`src/rtl/dmem_arbiter.sv`:
```
// dmem_arbiter: shares the single-port 256x64 data memory between the
// pipeline memory stage (P) and the loader/debug port (L).
// One grant per cycle. P wins ties unless L has waited MAX_WAIT P grants.
// Read data returns one cycle after the grant. Out-of-range accesses are
// answered with an error pulse instead of touching the memory.
module dmem_arbiter #(
   parameter int DEPTH    = 256,
   parameter int ADDR_W   = 8,
   parameter int MAX_WAIT = 4
) (
   input  logic              clk,
   input  logic              rst_n,
   // pipeline port
   input  logic              p_req,
   input  logic              p_we,
   input  logic [63:0]       p_addr,
   input  logic [63:0]       p_wdata,
   output logic              p_gnt,
   output logic              p_stall,
   output logic              p_rvalid,
   output logic [63:0]       p_rdata,
   output logic              p_err,
   // loader port
   input  logic              l_req,
   input  logic              l_we,
   input  logic [63:0]       l_addr,
   input  logic [63:0]       l_wdata,
   output logic              l_gnt,
   output logic              l_rvalid,
   output logic [63:0]       l_rdata,
   output logic              l_err,
   // memory
   output logic              mem_en,
   output logic              mem_we,
   output logic [ADDR_W-1:0] mem_addr,
   output logic [63:0]       mem_wdata,
   input  logic [63:0]       mem_rdata
);

   localparam int CNT_W = $clog2(MAX_WAIT + 1);

   typedef enum logic {OWN_P = 1'b0, OWN_L = 1'b1} owner_t;

   logic [CNT_W-1:0] starve_cnt;
   owner_t           rd_owner;   // owner of the last grant, steers the response
   logic             rd_pend;
   logic             rd_err;

   logic             p_win, l_win, granted, sel_we, err;
   logic [63:0]      sel_addr, sel_wdata;

   // Grant, request mux, range check and memory drive. Grants are masked
   // while reset is asserted so nothing reaches the memory during reset.
   always_comb begin
      p_win     = p_req & (~l_req | (starve_cnt != CNT_W'(MAX_WAIT)));
      l_win     = l_req & ~p_win;
      p_gnt     = p_win & rst_n;
      l_gnt     = l_win & rst_n;
      granted   = p_gnt | l_gnt;
      sel_we    = l_gnt ? l_we    : p_we;
      sel_addr  = l_gnt ? l_addr  : p_addr;
      sel_wdata = l_gnt ? l_wdata : p_wdata;
      err       = granted & (sel_addr >= 64'(DEPTH));
      mem_en    = granted & ~err;
      mem_we    = mem_en & sel_we;
      mem_addr  = mem_en ? sel_addr[ADDR_W-1:0] : '0;
      mem_wdata = mem_en ? sel_wdata : '0;
      p_stall   = p_req & ~p_gnt;
   end

   // Starvation counter: counts P grants taken while L waits, saturating.
   always_ff @(posedge clk or negedge rst_n) begin
      if (!rst_n)
         starve_cnt <= '0;
      else if (l_gnt || !l_req)
         starve_cnt <= '0;
      else if (p_gnt && starve_cnt != CNT_W'(MAX_WAIT))
         starve_cnt <= starve_cnt + 1'b1;
   end

   // Response pipe: remember reads and errored accesses for one cycle.
   // Reset clears rd_pend, so an in-flight read never produces rvalid.
   always_ff @(posedge clk or negedge rst_n) begin
      if (!rst_n) begin
         rd_pend  <= 1'b0;
         rd_owner <= OWN_P;
         rd_err   <= 1'b0;
      end else begin
         rd_pend  <= granted & (~sel_we | err);
         rd_err   <= err;
         if (granted)
            rd_owner <= l_gnt ? OWN_L : OWN_P;
      end
   end

   // Route the returning response to its owner; the other port sees zeros.
   always_comb begin
      p_rvalid = rd_pend & (rd_owner == OWN_P);
      l_rvalid = rd_pend & (rd_owner == OWN_L);
      p_err    = p_rvalid & rd_err;
      l_err    = l_rvalid & rd_err;
      p_rdata  = (p_rvalid & ~rd_err) ? mem_rdata : '0;
      l_rdata  = (l_rvalid & ~rd_err) ? mem_rdata : '0;
   end

endmodule

```
`config.mk`:
```
export PLATFORM = sky130hd
export DESIGN_NAME = dmem_arbiter
export DESIGN_NICKNAME = d
export VERILOG_FILES = /design/src/rtl/dmem_arbiter.sv
export SDC_FILE = /design/constraint.sdc
export NUM_CORES = 1
export LEC_CHECK = 0
export ABC_CLOCK_PERIOD_IN_PS = 3800
export CAP_MARGIN = 20
export CORE_AREA = 5 5 205 207
export CTS_BUF_LIST = sky130_fd_sc_hd__clkbuf_4 sky130_fd_sc_hd__clkbuf_8
export CTS_CLUSTER_DIAMETER = 80
export CTS_CLUSTER_SIZE = 25
export DETAILED_ROUTE_END_ITERATION = 10
export DIE_AREA = 0 0 210 212
export GPL_ROUTABILITY_DRIVEN = 0
export SETUP_SLACK_MARGIN = 0.4
export SLEW_MARGIN = 0
export SYNTH_ARGS = -nofsm -noshare
export SYNTH_HDL_FRONTEND = slang
export SYNTH_SLANG_ARGS = --single-unit
```
`constraint.sdc`:
```
create_clock -name clk -period 3.8 [get_ports clk]
set_clock_uncertainty 0.1 [all_clocks]
set_input_delay 1.14 -clock clk [delete_from_list [all_inputs] [get_ports clk]]
set_output_delay 1.14 -clock clk [all_outputs]
set_load 0.005 [all_outputs]
```
==> flow_summary.json <==
{
  "num_vias": 5387,
  "synth-simple-area-share_pct": 61.5,
  "yosysUniqueCellTypes": 27,
  "p_total_mw": 0.798,
  "die_w_um": 210,
  "fmax_mhz": 226,
  "initial_utilization_pct": 6.83,
  "report.final.slew_viol_count": 0,
  "wl_um": 25800,
  "end_kind": "output port",
  "routedWlPerCell_um": 16.7,
  "postSynthCellCount": 462,
  "wl_met1_um": 10200,
  "arrival_ps": 3190,
  "cp_max_fo": 8,
  "clkLatencyLatePin_ps": 220,
  "num_rows": 74,
  "comb_power_share_pct": 79.0,
  "p_int_mw": 0.540,
  "period_share_pct": 117,
  "period_needed_ps": 4430,
  "max-cap-violations": 0,
  "worst-setup-path-type": "in2out",
  "place_hpwl_um": 22000,
  "clock_power_share_pct": 12.1,
  "cp.buffers_inverters": 6,
  "mostFrequentLayoutCells": "clkdlybuf4s50_1 (249), dlygate4sd2_1 (164), nand2_1 (147)",
  "outcome": "complete, but fails checks",
  "synth_compound_gate_area_share_pct": 23.3,
  "power.switching_mw": 0.258,
  "syn_to_final_growth_pct": 232,
  "min_path_type": "reg2reg",
  "drt_drc_violations_left": 0,
  "drive_gt1_share_pct": 24.4,
  "setup_viol": 74,
  "htreeDepth": 1,
  "worst_ep_required_time_ps": 2560,
  "clkSinkCount": 6,
  "postRouteAntennaNets": 0,
  "crit_family": "buffers and inverters",
  "synth_seq_area_share_pct": 5.47,
  "final_common_cell": "clkdlybuf4s50_1",
  "synth_top_family_by_area": "simple AND/OR/NAND/NOR gates",
  "netlist.area_leader.share_pct": 30.5,
  "violations": "negative setup slack",
  "fp.dieH_um": 212,
  "synthXorXnorAreaFrac_pct": 0.319,
  "grt_max_degree": 65,
  "dr_wl_met3_um": 2220,
  "drt_iter0_markers": 168,
  "track_usage_pct": 10.3,
  "start_kind": "primary input",
  "cp_cell_sequence": "clkdlybuf4s50_1 > nor4_2 > nand4_1 > nor4b_4 > buf_4 > o21ai_4 > buf_12 > buf_6 > buf_16 > a21oi_2 > buf_2",
  "clock_path_buffers": 2,
  "yosysTopAreaCell": "and2_1",
  "grt_pass1_vias": 5685,
  "hold_viol": 0,
  "ios": 535,
  "p_seq_share_pct": 8.9,
  "num_antenna_cells": 0,
  "powerDensity_nw_per_um2": 87.5,
  "overflow": 0,
  "synthMuxAreaShare_pct": 0.729,
  "ys_warn_count": 0,
  "antenna_found_initial": 0,
  "numCtsBuffers": 3,
  "synth_fa_ha_area_share_pct": 0.911,
  "worst_path_max_delay_cell": "clkdlybuf4s50_1",
  "p_sw_share_pct": 32.3,
  "finalNetCount": 1344,
  "synth_seq_cells": 6,
  "cts.clk_slew.worst_paths_ps": 40,
  "p_leak_nw": 4.37,
  "fp.coreArea_um2": 40200,
  "dr_wl_met2_um": 12800,
  "dp_slack_ps": -1240,
  "syn_area_um2": 2750,
  "layout_setup_ws_ps": -629,
  "worstMarginPinSlew_ps": 322,
  "slowest_delay_ps": 410,
  "dr.pass1.iters": 4,
  "grt_pass1_wl_um": 35100,
  "die_area_um2": 44500,
  "synth_nets": 790,
  "top_layer": "met4",
  "placement.io_buffers": 534,
  "cts_tree": "done",
  "vias_per_cell": 3.48,
  "vdd.ir_drop.worst_mv": 0.0889,
  "max_slew_margin_pct": 78.5,
  "cts.hold.buffers_added": 0,
  "syn_avg_cell_area_um2": 5.94,
  "rsz0062_at_grt": "yes",
  "clock-root-buffer": "clkbuf_8",
  "synth.area.top_cells": "and2_1 (31%), nand2_1 (20%), a21oi_2 (19%)"
}
layer usage:
metal	GRT usage [%]	up-vias
met3	2.48	20
met5	0	-
met1	12.1	2392
li1	-	2621
met2	19.0	354
met4	2.54	0
what timing repair did:
item | in CTS | in global routing
cloned | 5 | 0
pin swaps | 36 | 27
resized for setup | 521 | 52
setup buffers | 12 | 2
endpoints found under the setup margin | 202 | 77
registers in the layout, indices dropped and copies added, names as in the netlist:
signal,flops
starve_cnt,3
rd_err,1
rd_owner,1
rd_pend,1
worst paths after layout:
path	startpoint	end	slack (ps)	cells past startpoint
max in group asynchronous	rst_n	starve_cnt[2]	2450	3
worst max register to register	starve_cnt[0]	rd_pend	1560	11
worst max-delay path	l_addr[9]	mem_addr[7]	-630	11
min in group asynchronous	rst_n	rd_err	1020	3
worst min-delay path	rd_owner	rd_owner	450	1
worst min register to register	rd_owner	rd_owner	450	1
per-stage QoR:
stage                     cell area, um^2  hold slack, ps  cells  utilization (%)  setup TNS [ps]
after floorplan                      2750             393    462                -           -2500
after CTS                            8950             451   1544             22.3          -37730
after global placement               8940             438   1524             22.3          -87680
final                                9110             453   1546             22.7          -39070
after global routing                 9110             484   1546             22.7          -45600
after detailed placement             8940             443   1524             22.3          -89290
cells by family (layout without fill, tap and decap cells):
kind of cell	count (synthesis)	after routing
xor+xnor	1	1
flops	6	6
fa+ha+maj	2	2
simple gates	328	328
mux	2	2
buf+inv	43	595
compound gates	80	80
power groups by stage:
| stage | Combinational, mW | Clock (mW) | Sequential [mW] |
|---|---|---|---|
| 3_3_place_gp | 0.663 | 0 | 0.0718 |
| 4_1_cts | 0.639 | 0.0984 | 0.0714 |
| 5_1_grt | 0.673 | 0.104 | 0.0719 |
| 6_report | 0.630 | 0.0962 | 0.0713 |
| 3_5_place_dp | 0.664 | 0 | 0.0721 |
| 2_1_floorplan | 0.132 | 0 | 0.0704 |
cells in the mapped netlist:
cell	n
ha_1	2
and3_1	2
buf_2	1
mux2i_1	2
o211ai_1	1
nand2b_1	1
or4_1	2
o21ai_0	1
nand4_1	6
a31oi_1	1
xnor2_1	1
clkbuf_1	30
nor4b_2	1
a21boi_1	1
buf_6	7
a21oi_1	12
nor4_1	28
o21ai_1	1
dfrtp_1	6
a21oi_2	60
nor2b_1	4
and2_1	134
inv_1	4
nor2_1	2
inv_2	1
nand2_1	148
o21a_1	3
layout make-up:
class                      count  area (um^2)
multi-input combinational    413         2640
clock buffer                   3         41.3
sequential                     6          150
timing repair buffer         587         5590
inverter                       5         23.8
fill                        4544        31100
tap                          532          666
Note: power is estimated with default switching activity, not from simulation.
